===== src/rtl/mem_port_arbiter_if.sv =====
// Bundle of the fetch, data and RAM-side signals around mem_port_arbiter.
// master = core/RAM side, slave = the arbiter.
interface mem_port_arbiter_if #(
  parameter int ADDR_W = 10,
  parameter int DATA_W = 32
);
  logic              i_req;
  logic [31:0]       i_addr;
  logic              i_gnt;
  logic              i_rvalid;
  logic [DATA_W-1:0] i_rdata;
  logic              d_req;
  logic              d_we;
  logic [31:0]       d_addr;
  logic [DATA_W-1:0] d_wdata;
  logic              d_gnt;
  logic              d_rvalid;
  logic [DATA_W-1:0] d_rdata;
  logic              ram_en;
  logic [3:0]        ram_we;
  logic [ADDR_W-3:0] ram_addr;
  logic [DATA_W-1:0] ram_wdata;
  logic [DATA_W-1:0] ram_rdata;
  logic              busy;

  modport master (
    output i_req, i_addr, d_req, d_we, d_addr, d_wdata, ram_rdata,
    input  i_gnt, i_rvalid, i_rdata, d_gnt, d_rvalid, d_rdata,
           ram_en, ram_we, ram_addr, ram_wdata, busy
  );

  modport slave (
    input  i_req, i_addr, d_req, d_we, d_addr, d_wdata, ram_rdata,
    output i_gnt, i_rvalid, i_rdata, d_gnt, d_rvalid, d_rdata,
           ram_en, ram_we, ram_addr, ram_wdata, busy
  );
endinterface


===== src/rtl/mem_port_arbiter.sv =====
// Fetch/data arbiter for a shared single-port sync RAM with 1-cycle read latency.
// Default: fixed data priority with fetch starvation guard; ARB_ROUND_ROBIN_EN selects round-robin.
module mem_port_arbiter #(
  parameter int ADDR_W       = 10,
  parameter int DATA_W       = 32,
  parameter int STARVE_LIMIT = 4
) (
  input logic               clk,
  input logic               rst,
  mem_port_arbiter_if.slave bus
);
  localparam logic [1:0] PEND_NONE = 2'd0;
  localparam logic [1:0] PEND_I    = 2'd1;
  localparam logic [1:0] PEND_D    = 2'd2;

  logic [1:0] r_pend;
  logic       w_i_win;
  logic       w_i_gnt;
  logic       w_d_gnt;
  logic       w_unused;

`ifdef ARB_ROUND_ROBIN_EN
  logic r_last_d;

  // On contention the requester that did not win last time goes first.
  assign w_i_win = bus.i_req & (~bus.d_req | r_last_d);

  always_ff @(posedge clk or posedge rst) begin
    if (rst)          r_last_d <= 1'b0;
    else if (w_i_gnt) r_last_d <= 1'b0;
    else if (w_d_gnt) r_last_d <= 1'b1;
  end
`else
  localparam int CNT_W = (STARVE_LIMIT < 1) ? 1 : $clog2(STARVE_LIMIT + 1);
  localparam logic [CNT_W-1:0] LIMIT = CNT_W'(STARVE_LIMIT);

  logic [CNT_W-1:0] r_starve;

  assign w_i_win = bus.i_req & (~bus.d_req | (r_starve == LIMIT));

  always_ff @(posedge clk or posedge rst) begin
    if (rst)                         r_starve <= '0;
    else if (~bus.i_req | w_i_gnt)   r_starve <= '0;
    else if (r_starve != LIMIT)      r_starve <= r_starve + 1'b1;
  end
`endif

  // Grants are masked while reset is held so every output reads 0.
  assign w_i_gnt = w_i_win & ~rst;
  assign w_d_gnt = bus.d_req & ~w_i_win & ~rst;

  assign bus.i_gnt     = w_i_gnt;
  assign bus.d_gnt     = w_d_gnt;
  assign bus.ram_en    = w_i_gnt | w_d_gnt;
  assign bus.ram_we    = {4{w_d_gnt & bus.d_we}};
  assign bus.ram_addr  = w_i_gnt ? bus.i_addr[ADDR_W-1:2] :
                         w_d_gnt ? bus.d_addr[ADDR_W-1:2] : '0;
  assign bus.ram_wdata = rst ? '0 : bus.d_wdata;

  always_ff @(posedge clk or posedge rst) begin
    if (rst)                        r_pend <= PEND_NONE;
    else if (w_i_gnt)               r_pend <= PEND_I;
    else if (w_d_gnt & ~bus.d_we)   r_pend <= PEND_D;
    else                            r_pend <= PEND_NONE;
  end

  assign bus.i_rvalid = (r_pend == PEND_I);
  assign bus.d_rvalid = (r_pend == PEND_D);
  assign bus.i_rdata  = bus.i_rvalid ? bus.ram_rdata : '0;
  assign bus.d_rdata  = bus.d_rvalid ? bus.ram_rdata : '0;
  assign bus.busy     = (r_pend != PEND_NONE);

  assign w_unused = ^{bus.i_addr[31:ADDR_W], bus.i_addr[1:0],
                      bus.d_addr[31:ADDR_W], bus.d_addr[1:0]};
endmodule


===== src/flat_wrapper.sv =====
// flat-port wrapper written by rule: the top's interface ports become plain ports
module mem_port_arbiter_flat 
#(
  parameter int ADDR_W       = 10,
  parameter int DATA_W       = 32,
  parameter int STARVE_LIMIT = 4
)
  (clk, rst, bus_i_req, bus_i_addr, bus_d_req, bus_d_we, bus_d_addr, bus_d_wdata, bus_ram_rdata, bus_i_gnt, bus_i_rvalid, bus_i_rdata, bus_d_gnt, bus_d_rvalid, bus_d_rdata, bus_ram_en, bus_ram_we, bus_ram_addr, bus_ram_wdata, bus_busy);
  mem_port_arbiter_if #(.ADDR_W(ADDR_W), .DATA_W(DATA_W)) bus_i ();
  input logic clk;
  input logic rst;
  input wire logic [$bits(bus_i.i_req)-1:0] bus_i_req;
  input wire logic [$bits(bus_i.i_addr)-1:0] bus_i_addr;
  input wire logic [$bits(bus_i.d_req)-1:0] bus_d_req;
  input wire logic [$bits(bus_i.d_we)-1:0] bus_d_we;
  input wire logic [$bits(bus_i.d_addr)-1:0] bus_d_addr;
  input wire logic [$bits(bus_i.d_wdata)-1:0] bus_d_wdata;
  input wire logic [$bits(bus_i.ram_rdata)-1:0] bus_ram_rdata;
  output wire logic [$bits(bus_i.i_gnt)-1:0] bus_i_gnt;
  output wire logic [$bits(bus_i.i_rvalid)-1:0] bus_i_rvalid;
  output wire logic [$bits(bus_i.i_rdata)-1:0] bus_i_rdata;
  output wire logic [$bits(bus_i.d_gnt)-1:0] bus_d_gnt;
  output wire logic [$bits(bus_i.d_rvalid)-1:0] bus_d_rvalid;
  output wire logic [$bits(bus_i.d_rdata)-1:0] bus_d_rdata;
  output wire logic [$bits(bus_i.ram_en)-1:0] bus_ram_en;
  output wire logic [$bits(bus_i.ram_we)-1:0] bus_ram_we;
  output wire logic [$bits(bus_i.ram_addr)-1:0] bus_ram_addr;
  output wire logic [$bits(bus_i.ram_wdata)-1:0] bus_ram_wdata;
  output wire logic [$bits(bus_i.busy)-1:0] bus_busy;
  assign bus_i.i_req = bus_i_req;
  assign bus_i.i_addr = bus_i_addr;
  assign bus_i.d_req = bus_d_req;
  assign bus_i.d_we = bus_d_we;
  assign bus_i.d_addr = bus_d_addr;
  assign bus_i.d_wdata = bus_d_wdata;
  assign bus_i.ram_rdata = bus_ram_rdata;
  assign bus_i_gnt = bus_i.i_gnt;
  assign bus_i_rvalid = bus_i.i_rvalid;
  assign bus_i_rdata = bus_i.i_rdata;
  assign bus_d_gnt = bus_i.d_gnt;
  assign bus_d_rvalid = bus_i.d_rvalid;
  assign bus_d_rdata = bus_i.d_rdata;
  assign bus_ram_en = bus_i.ram_en;
  assign bus_ram_we = bus_i.ram_we;
  assign bus_ram_addr = bus_i.ram_addr;
  assign bus_ram_wdata = bus_i.ram_wdata;
  assign bus_busy = bus_i.busy;
  mem_port_arbiter #(.ADDR_W(ADDR_W), .DATA_W(DATA_W), .STARVE_LIMIT(STARVE_LIMIT)) u_core (.clk(clk), .rst(rst), .bus(bus_i));
endmodule

===== config.mk =====
export PLATFORM = sky130hd
export DESIGN_NAME = mem_port_arbiter_flat
export DESIGN_NICKNAME = d
export VERILOG_FILES = /design/src/rtl/mem_port_arbiter_if.sv /design/src/rtl/mem_port_arbiter.sv /design/src/flat_wrapper.sv
export SDC_FILE = /design/constraint.sdc
export NUM_CORES = 1
export LEC_CHECK = 0
export ABC_AREA = 1
export CAP_MARGIN = 20
export CELL_PAD_IN_SITES_DETAIL_PLACEMENT = 1
export CELL_PAD_IN_SITES_GLOBAL_PLACEMENT = 2
export CORE_MARGIN = 2
export CORE_UTILIZATION = 10
export CTS_BUF_LIST = sky130_fd_sc_hd__clkbuf_8
export DETAILED_ROUTE_END_ITERATION = 8
export GPL_ROUTABILITY_DRIVEN = 0
export GPL_TIMING_DRIVEN = 0
export PLACE_DENSITY = 0.95
export SKIP_LAST_GASP = 1
export SYNTH_ARGS = -nofsm -noshare
export SYNTH_HDL_FRONTEND = slang
export SYNTH_SLANG_ARGS = --single-unit

===== constraint.sdc =====
create_clock -name clk -period 1.7 [get_ports clk]
set_input_delay 0.34 -clock clk [delete_from_list [all_inputs] [get_ports clk]]
set_output_delay 0.34 -clock clk [all_outputs]
set_load 0.01 [all_outputs]

==> out/metrics.cfg <==
[status]
outcome=complete, but fails checks
failed_checks=design-rule violations, negative setup slack

[floorplanning]
die_area_um2=12800
start_util_pct=10.3
die_h_um=113
io_pins=247
rows=39
core_area_um2=11500
die_w_um=113

[sta]
hold_viol_final=0
finalCriticalPeriod_ps=1850
setup_ws_ps=-145
worstMarginPinSlew_ps=286
setup_violations=45
drv_slew=0
fmax_mhz=542
finalCritPeriodShare_pct=109
skew_ps=2.96
maxSlewHeadroom_pct=80.9
grt_setup_unrepaired=true

[worst_setup_path]
arrival_ps=1510
crit_path_end_kind=primary output
critPathKind=register to primary output
path_max_fanout=6
worst_setup_path_start_kind=register
required_ps=1360

[route]
wirelength_um=7660
wl_per_cell_um=12.5
drt_drc_violations_left=20
num_vias=2308
first_pass_iters=6
drtIter0Drc=66
antenna_left=0
via_per_inst=3.76

[logic_synthesis]
netlist_instances=241
yosysWarnings=0
ys_seq_area_share_pct=10.5
syn_nets=376
synth.top_cell.area_share_pct=30.0
avgSynthCellArea_um2=4.93
synth.distinct_cells=17
synth.cell_area_um2=1190
yosysTopAreaCell=nor2_1
yosysMostFrequentCell=nor2_1
synth.area.top_cells=nor2_1, inv_1, dfrtp_1
ys_ff_latch=5
synth_edf_count=0
async_flop_share_pct=100
synthFlopType=dfrtp_1
ys_top_cells_by_count=nor2_1, inv_1, nand2_1, nand3_1

[cells_and_area]
fin_util_pct=31.4
antenna_cells=0
drive_gt1_share_pct=37.4
finalNetCount=607
final_cell_area_um2=3620
area_growth_pct=205

[placed_design]
port-buffer-count=197
placed_cell_area_um2=3340
hpwlAfterDp_um=6160

[clock_network]
path_clk_slew_ps=40
cts_sinks=5
clk_latency_ps=230
h-tree-depth=1
cts_tree=built
cts_root_buf=clkbuf_8
cts_buffers=3
cts_max_path_buffers=2

[worst_hold_path]
hold_class=input pin to asynchronous set/reset pin

[pwr]
cellLeakagePower_nw=2.12
p_per_area_nw_per_um2=329
design_power_total_mw=1.19
irDropWorstVdd_mv=0.240

[global_routing]
grt_pass1_wl_um=11100
antenna_found_initial=0
grt_max_degree=15
grt_overflow=0
grt_pass1_vias=2397
grt_usage_pct=10.8

[run]
maxCapViolations=0

## cell usage in the layout (no fill, tap or decap), types with 7 or more instances in the layout
master           synthesis  routed
buf_6                    6      33
nor2_4                   3      12
nor2_1                  95      77
buf_4                    4      20
clkdlybuf4s50_1          0      81
inv_2                    5       7
nor2_2                   8      17
nand4_1                  8       8
dlygate4sd2_1            0      38
nand2_1                 14       9
clkbuf_2                 0      26
inv_1                   72      69
buf_2                    4      33
## what timing repair did
action                                 CTS  global route
pin swaps                               13             8
setup endpoints to repair              113            62
buffers inserted                        17             9
gates resized for setup                309            98
endpoints found under the hold margin    0             0
hold buffers                             0             0
cloned                                   0             3
## path summary, 6_finish.rpt
kind | start | end | slack (ps) | depth (start not counted)
setup / recovery | u_core.r_starve[1] | bus_ram_we[2] | -150 | 9
hold / removal | rst | u_core.r_starve[0] | 110 | 2
setup reg to reg | u_core.r_starve[1] | u_core.r_starve[2] | 320 | 9
hold reg to reg | u_core.r_starve[2] | u_core.r_starve[2] | 750 | 4
max in group asynchronous | rst | u_core.r_pend[0] | 1360 | 2
min in group clk | rst | u_core.r_pend[1] | 670 | 6
## area by class of cell
class / count / area [um2]
inverter: 77 / 297
sequential: 5 / 125
tap: 143 / 179
buffer: 14 / 143
clock buffer: 3 / 41.3
timing repair buffer: 226 / 1970
clock inverter: 1 / 3.75
multi-input combinational: 145 / 858
fill: 1467 / 7900
## registers in the layout, summed over array words and instances (netlist names)
signal           flops
u_core.r_starve      3
u_core.r_pend        2
## power breakdown
part / switching, mW / internal, mW
Combinational: 0.364 / 0.464
Sequential: 0.0107 / 0.132
Clock: 0.0662 / 0.155
Total: 0.441 / 0.751
## per-stage QoR
step	TNS, ps	worst slack (ps)	cells	hold WS [ps]
5_1_grt	-6030	-217	614	131
3_5_place_dp	-22160	-844	581	352
6_report	-2460	-145	614	112
3_3_place_gp	-20260	-769	581	342
4_1_cts	-1310	-211	602	113
2_1_floorplan	0	11.1	241	288
## logic make-up (layout without fill, tap and decap cells)
family	after synthesis	count (layout)	synth area share (%)
simple gates	141	141	52.0
compound gates	1	1	0.421
xor+xnor	1	1	0.737
buf+inv	91	321	34.2
flops	5	5	10.5
fa+ha+maj	2	2	2.10
## routing by layer
layer  global-route usage, %  up-vias  share of wire [%]
met5                       0        -                  0
met4                    4.23        0                1.8
met3                    4.50        6                 16
met2                    19.6      167                 49
met1                    10.9     1014                 33
li1                        -     1121                  -
## critical path, stage by stage, from the launching register on
cell and delay [ps]:
dfrtp_1 360, inv_2 60, ha_4 160, nand2_4 80, nand2_8 80, nand2_8 100, nand2_8 60, nor2_4 150
buf_6 120, buf_6 90
(Power assumes the default switching activity.)
